--- config.mk ---
export PLATFORM = sky130hd
export DESIGN_NAME = fetch_stage
export DESIGN_NICKNAME = d
export VERILOG_FILES = /design/src/rtl/fetch_stage.sv
export SDC_FILE = /design/constraint.sdc
export NUM_CORES = 1
export LEC_CHECK = 0
export BUFFER_PORTS_ARGS = -buffer_cell sky130_fd_sc_hd__buf_2
export CAP_MARGIN = 5
export CORE_MARGIN = 1.5
export CORE_UTILIZATION = 45
export CTS_CLUSTER_DIAMETER = 200
export DETAILED_ROUTE_END_ITERATION = 6
export GPL_ROUTABILITY_DRIVEN = 1
export PLACE_DENSITY = 0.78
export SLEW_MARGIN = 20
export SYNTH_ARGS = -nofsm -noshare
export SYNTH_HDL_FRONTEND = slang
export SYNTH_SLANG_ARGS = --single-unit
export TNS_END_PERCENT = 5
--- constraint.sdc ---
create_clock -name clk -period 4.8 [get_ports clk]
set_clock_uncertainty 0.1 [all_clocks]
set_input_delay 0.72 -clock clk [delete_from_list [all_inputs] [get_ports clk]]
set_output_delay 0.72 -clock clk [all_outputs]
set_load 0.005 [all_outputs]
--- src/rtl/fetch_stage.sv ---
// Instruction-fetch stage: owns the PC, drives a 1-cycle-latency instruction memory,
// and feeds the FEC->DEC register with a one-entry hold buffer for stalls and EXE redirects.
module fetch_stage #(
    parameter int                WIDTH     = 32,
    parameter logic [WIDTH-1:0]  RESET_PC  = '0,
    parameter logic [WIDTH-1:0]  NOP_INSTR = 'h13
) (
    input  logic             clk,
    input  logic             rst,
    input  logic             StallF,
    input  logic             PCSrcE,
    input  logic [WIDTH-1:0] PCTargetE,
    output logic             imem_req,
    output logic [WIDTH-1:0] imem_addr,
    input  logic [WIDTH-1:0] imem_rdata,
    output logic [WIDTH-1:0] PCF,
    output logic [WIDTH-1:0] instrF,
    output logic [WIDTH-1:0] PCPlus4F,
    output logic             validF
);

    logic [WIDTH-1:0] faddr;
    logic             rsp_valid;
    logic [WIDTH-1:0] rsp_pc;
    logic             hold_valid;
    logic [WIDTH-1:0] hold_pc;
    logic [WIDTH-1:0] hold_instr;

    logic             issue;
    logic             sel_valid;
    logic [WIDTH-1:0] sel_pc;
    logic [WIDTH-1:0] sel_instr;

    // A redirect or a stall suppresses the request; reset silences it immediately.
    assign issue     = ~rst & ~StallF & ~PCSrcE;
    assign imem_req  = issue;
    assign imem_addr = faddr;

    // Request stage: fetch address, in-flight response tag and the hold buffer
    always_ff @(posedge clk or posedge rst) begin
        if (rst) begin
            faddr      <= RESET_PC;
            rsp_valid  <= 1'b0;
            rsp_pc     <= '0;
            hold_valid <= 1'b0;
            hold_pc    <= '0;
            hold_instr <= '0;
        end else if (PCSrcE) begin
            // Mask the low bits instead of slicing so every target bit is consumed.
            faddr      <= PCTargetE & ~WIDTH'(3);
            rsp_valid  <= 1'b0;
            hold_valid <= 1'b0;
        end else if (StallF) begin
            if (rsp_valid && !hold_valid) begin
                hold_instr <= imem_rdata;
                hold_pc    <= rsp_pc;
                hold_valid <= 1'b1;
                rsp_valid  <= 1'b0;
            end
        end else begin
            faddr      <= faddr + WIDTH'(4);
            rsp_valid  <= 1'b1;
            rsp_pc     <= faddr;
            hold_valid <= 1'b0;
        end
    end

    // Response stage: pick hold buffer, live memory data, or a bubble
    always_comb begin
        sel_valid = 1'b0;
        sel_pc    = faddr;
        sel_instr = NOP_INSTR;
        if (hold_valid) begin
            sel_valid = 1'b1;
            sel_pc    = hold_pc;
            sel_instr = hold_instr;
        end else if (rsp_valid) begin
            sel_valid = 1'b1;
            sel_pc    = rsp_pc;
            sel_instr = imem_rdata;
        end
        if (PCSrcE) begin
            sel_valid = 1'b0;
        end
        if (rst) begin
            sel_valid = 1'b0;
            sel_pc    = '0;
        end
    end

    assign validF   = sel_valid;
    assign instrF   = sel_valid ? sel_instr : NOP_INSTR;
    assign PCF      = sel_pc;
    assign PCPlus4F = sel_pc + WIDTH'(4);

endmodule

==> flow_summary.ini, run 1 <==
[run_status]
run_status = complete, no violations

[final_layout]
final_common_cell = buf_2
n_antenna_cell = 0
final_net_count = 955
drive_above_1_share_pct = 39.3
layout_common_cells = buf_2 (189), dfrtp_1 (122), mux2_2 (101), nor2_1 (64), nand2_1 (54)
fill_cells = 1412
areaGrowthSynthToFinish_pct = 24.0
final_util_pct = 56.5
post-route-cell-area_um2 = 8920

[global_routing]
grt_max_degree = 66
grt_pass1_wl_um = 29400
grt_usage_pct = 22.7
antenna_found_initial = 0
overflow = 0
grt_pass1_vias = 5670

[critical_path]
crit_type = flop to primary output
reg2reg_depth = 7
cp_data_required_time_ns = 3.98
crit_path_end_kind = primary output
r2r_slack_ns = 2.33
startpoint = hold_valid
arrival_ns = 3.54
start_kind = flop
timing.rr.end = imem_addr[26]
crit_fanout = 20
regToRegStartpoint = imem_addr[3]

[clock_tree]
cts_resized = 0
numCtsBuffers = 17
cts_sinks = 124
clkTransAtPathRegs_ns = 0.06
cts_tree = yes
htree_num_levels = 4
ctsHoldBuffers = 0
cts_buffer_depth = 2
clk_latency_ns = 0.42
post_cts_buffers = 0
root_buffer = clkbuf_16

[synth]
synth_cell_types = 46
synth_edf_count = 0
ys_warn_count = 0
synth_seq_cells = 124
synth_ff_type = dfrtp_1
synth_area_um2 = 7190
ys_seq_area_share_pct = 43.1
avgSynthCellArea_um2 = 10.1
synthArstFlopShare_pct = 100
synthCells = 710

[placed_design]
place_area_um2 = 8300
place_ws_ns = 0.831
portBuffers = 189
dp_hpwl_um = 13000
gp_congestion = 0.841

[die]
die-area_um2 = 16700
rows = 46
die_x_um = 129
core-area_um2 = 15800
io_pins = 198
die-height_um = 129
initial_core_util_pct = 45.6

[pwr]
p_per_area_nw_per_um2 = 380
leakagePower_uw = 0.00431
ir_drop_uv = 245

[sta]
layout_setup_ws_ns = 0.442
max_freq_mhz = 229
post-route-period-util_pct = 90.8
slew_headroom_pct = 52.0
hold_viol = 0
setup_tns_ns = 0
worst_pin_slew_ns = 0.720
setup_viol = 0
final_max_slew_viol_count = 0
layout_min_cycle_time_ns = 4.36
rsz0062_at_grt = no

[route]
vias = 6020
drt-initial-drc-count = 364
viasPerCell = 5.40
drc_errors = 0
first_pass_iters = 5
ant_nets = 0
finalWirelength_um = 18900
avgRoutedWirePerCell_um = 16.9

[min_path]
min_path_type = input port to asynchronous set/reset pin

[run]
drv_cap = 0
[kinds of logic (layout without fill, tap and decap cells)]
logic type,count (synthesis),in the layout,share of synthesized area (%)
simple gates,239,239,17.7
mux,136,136,20.9
flops,124,124,43.1
compound gates,87,87,6.75
buf+inv,66,249,4.33
xor+xnor,55,55,6.70
fa+ha+maj,2,2,0.348
other cells,1,6,0.0521
[state kept, by name, summed over array words and instances, names as in the netlist]
name / flops
hold_instr: 32
hold_valid: 1
hold_pc: 30
rsp_valid: 1
imem_addr: 30
rsp_pc: 30
[stage by stage]
| stage | instances | hold WS (ns) | total power, µW |
|---|---|---|---|
| floorplan | 715 | 0.372 | 1830 |
| CTS | 1114 | 0.235 | 3400 |
| detailed placement | 1082 | 0.391 | 2060 |
| finish | 1114 | 0.249 | 3390 |
| global route | 1114 | 0.247 | 3550 |
| global placement | 1082 | 0.381 | 2030 |
[area by class of cell]
type | count | area (µm²) | area share (%)
Clock inverter | 10 | 136 | 1.53
Inverter | 14 | 55.1 | 0.617
Clock buffer | 22 | 484 | 5.43
Multi-Input combinational cell | 525 | 3810 | 42.8
Sequential cell | 124 | 3110 | 34.8
Timing Repair Buffer | 203 | 1050 | 11.8
Tap cell | 216 | 270 | 3.03
[where the power goes]
part | internal [µW] | switching, µW | total, µW
combinational | 333 | 285 | 618
sequential | 1270 | 156 | 1430
clock | 870 | 473 | 1340
total | 2470 | 914 | 3390
[worst max-delay path by stage]
stage,to,slack (ns),depth (start not counted)
CTS,PCPlus4F[30],0.46,10
global placement,PCPlus4F[24],0.92,10
detailed placement,PCPlus4F[30],0.83,10
floorplan,PCPlus4F[28],0.55,10
global route,PCPlus4F[24],0.21,9
finish,PCPlus4F[28],0.44,9
[cell usage after synthesis (2+ instances only)]
| cell | count | area [µm²] |
|---|---|---|
| inv_1 | 13 | 48.8 |
| buf_2 | 9 | 45.0 |
| nor2b_1 | 5 | 31.3 |
| or3_1 | 3 | 18.8 |
| nand3_1 | 11 | 55.1 |
| buf_4 | 9 | 67.6 |
| and3_1 | 35 | 219 |
| dfrtp_1 | 124 | 3100 |
| xor2_1 | 36 | 315 |
| a21oi_1 | 35 | 175 |
| a211oi_2 | 3 | 37.5 |
| nor2_1 | 65 | 244 |
| o211ai_1 | 6 | 45.0 |
| nor4_1 | 8 | 50.1 |
| nand3b_1 | 2 | 15.0 |
| buf_1 | 5 | 18.8 |
| xnor2_1 | 19 | 166 |
| nand2b_1 | 8 | 50.1 |
| clkbuf_1 | 27 | 101 |
| and4b_1 | 3 | 30.0 |
| ha_1 | 2 | 25.0 |
| nand4_1 | 13 | 81.3 |
| o21ai_0 | 40 | 200 |
| and2_1 | 5 | 31.3 |
| nor4_2 | 3 | 37.5 |
| nand2_1 | 54 | 203 |
| nor3b_1 | 4 | 30.0 |
| mux2i_1 | 21 | 210 |
| nor3_1 | 10 | 50.1 |
| and4_1 | 3 | 26.3 |
| mux2_2 | 101 | 1140 |
| mux2_1 | 14 | 158 |
[metal layers]
layer	vias to the layer above	track usage, %	share of wire, %
li1	2829	-	-
met1	2956	29.3	45
met2	208	38.1	48
met3	27	5.12	5.8
met4	0	6.99	1.6
met5	-	0	0
[worst max-delay path, cell delays in order (launching register included)]
cell and delay (ns):
dfrtp_2 0.55, inv_2 0.34, a211oi_2 0.38, ha_1 0.26
o211ai_1 0.16, nor4_4 0.34, nand4_1 0.42, nor4_2 0.34
xor2_1 0.20, buf_2 0.14
Power figures use the tool's default switching activity.
==> inputs of run 2 (changes only) <==
--- a/config.mk
+++ b/config.mk
@@ -8,3 +8,2 @@
 export BUFFER_PORTS_ARGS = -buffer_cell sky130_fd_sc_hd__buf_2
-export CAP_MARGIN = 5
 export CORE_MARGIN = 1.5
--- a/constraint.sdc
+++ b/constraint.sdc
@@ -4,2 +4,2 @@
 set_output_delay 0.72 -clock clk [all_outputs]
-set_load 0.005 [all_outputs]
+set_load 0.05 [all_outputs]
==> run 2 against run 1 <==
  * Global-route usage increased by 0.26 points
  * Power increased by 8.8%
  * Die area unchanged
  * Worst hold slack got worse by 0.049 ns
  * Critical endpoint is now PCPlus4F[24]
  * Highest routed layer unchanged
==> flow_summary.ini, run 2 (synthesis results as in run 1) <==
[clock_tree]
clkTransAtPathRegs_ns = 0.06
clk_latency_ns = 0.41
numCtsBuffers = 17
ctsHoldBuffers = 0
cts_resized = 0
cts_tree = yes
cts_sinks = 124
htree_num_levels = 4
root_buffer = clkbuf_16
post_cts_buffers = 0
cts_buffer_depth = 2

[global_routing]
overflow = 0
grt-busiest-layer = met2
met3_usage_pct = 4.62
grt_util_met1_pct = 29.3
grt_pass1_wl_um = 29600
gr-usage-met2_pct = 38.7
grt_pass1_vias = 5768
grt_usage_pct = 22.9
antenna_found_initial = 0
grt_max_degree = 66

[sta]
holdWs_ns = 0.200
setup_tns_ns = 0
worst_pin_slew_ns = 1.01
max_freq_mhz = 226
hold_viol = 0
layout_min_cycle_time_ns = 4.43
slew_headroom_pct = 32.1
final_max_slew_viol_count = 0
rsz0062_at_grt = no
post-route-period-util_pct = 92.4
setup_viol = 0

[final_layout]
largest_register_ffs = 32
top_register = hold_instr
final_common_cell = buf_2
areaGrowthSynthToFinish_pct = 24.8
final_net_count = 956
n_antenna_cell = 0
final_util_pct = 56.9
layout_common_cells = buf_2 (188), dfrtp_1 (122), mux2_2 (101), nor2_1 (64), nand2_1 (54)
fill_cells = 1376
drive_above_1_share_pct = 39.9

[critical_path]
cpPeakStageDelay_ns = 0.67
path_cells = inv_2 > a211oi_2 > ha_1 > o211ai_1 > nor4_4 > nand2_1 > nor4_1 > xor2_2 > buf_2
crit_type = flop to primary output
crit_fanout = 26
path_buf_inv = 2
crit_path_end_kind = primary output
path_delay_family = simple AND/OR/NAND/NOR gates
arrival_ns = 3.61
critPathSlowestCell = dfrtp_2
start_kind = flop
cp_data_required_time_ns = 3.98

[die]
die-area_um2 = 16700
die_x_um = 129
io_pins = 198
core-area_um2 = 15800
die-height_um = 129
rows = 46
initial_core_util_pct = 45.6

[route]
finalWirelength_um = 19000
viasPerCell = 5.30
drc_errors = 0
ant_nets = 0
vias = 5909
avgRoutedWirePerCell_um = 17.0
drt-initial-drc-count = 269
first_pass_iters = 5

[pwr]
ir_drop_uv = 248
leakagePower_uw = 0.00431
p_per_area_nw_per_um2 = 411

[placed_design]
dp_hpwl_um = 13000
gp_congestion = 0.847
portBuffers = 189

[run_status]
run_status = complete, no violations

[run]
drv_cap = 0

[min_path]
min_path_type = input port to asynchronous set/reset pin
-- run 2: cell count changes in the layout (fill, tap and decap cells not counted) --
cell / before / now
clkbuf_8: 4 / 0
xor2_1: 36 / 32
xor2_2: 0 / 4
clkinv_4: 0 / 3
clkinvlp_4: 3 / 5
buf_12: 0 / 1
buf_2: 189 / 188
buf_4: 14 / 15
bufinv_16: 3 / 4
clkbuf_1: 1 / 0
inv_6: 1 / 0
-- run 2: per-layer routing --
layer | part of all wire, % | vias up | wire, µm
met1 | 45 | 2840 | 8460
met3 | 6.2 | 28 | 1180
met2 | 47 | 217 | 9010
li1 | - | 2824 | -
met4 | 1.8 | 0 | 335
met5 | 0 | - | 0
-- run 2: worst paths after layout --
path                         startpoint             to  slack [ns]  cells past startpoint
max                          hold_valid   PCPlus4F[24]        0.37                      9
min                                 rst     hold_pc[5]        0.20                      2
max reg2reg                imem_addr[2]  imem_addr[31]        2.12                      6
min reg2reg                 hold_pc[26]    hold_pc[26]        0.40                      1
max in group asynchronous           rst      rsp_valid        3.41                      3
min in group clk            hold_pc[26]    hold_pc[26]        0.40                      1
-- run 2: metrics by stage --
stage	cell area, µm²	instances	total power [µW]	setup slack [ns]
global placement	8350	1083	2320	0.775
global route	8970	1115	3850	0.114
detailed placement	8350	1083	2350	0.776
finish	8970	1115	3690	0.365
floorplan	7250	715	2120	-0.120
CTS	8970	1115	3710	0.321
-- run 2: layout make-up --
cell class	instances	area [µm²]	area share, %
sequential	124	3110	34.6
inverter	14	55.1	0.614
clock buffer	17	425	4.74
clock inverter	15	199	2.22
timing repair buffer	204	1070	12.0
tap	216	270	3.01
multi-input combinational	525	3840	42.8
-- run 2: where the power goes --
part | switching [µW] | internal [µW]
Sequential | 153 | 1270
Clock | 485 | 866
Combinational | 572 | 340
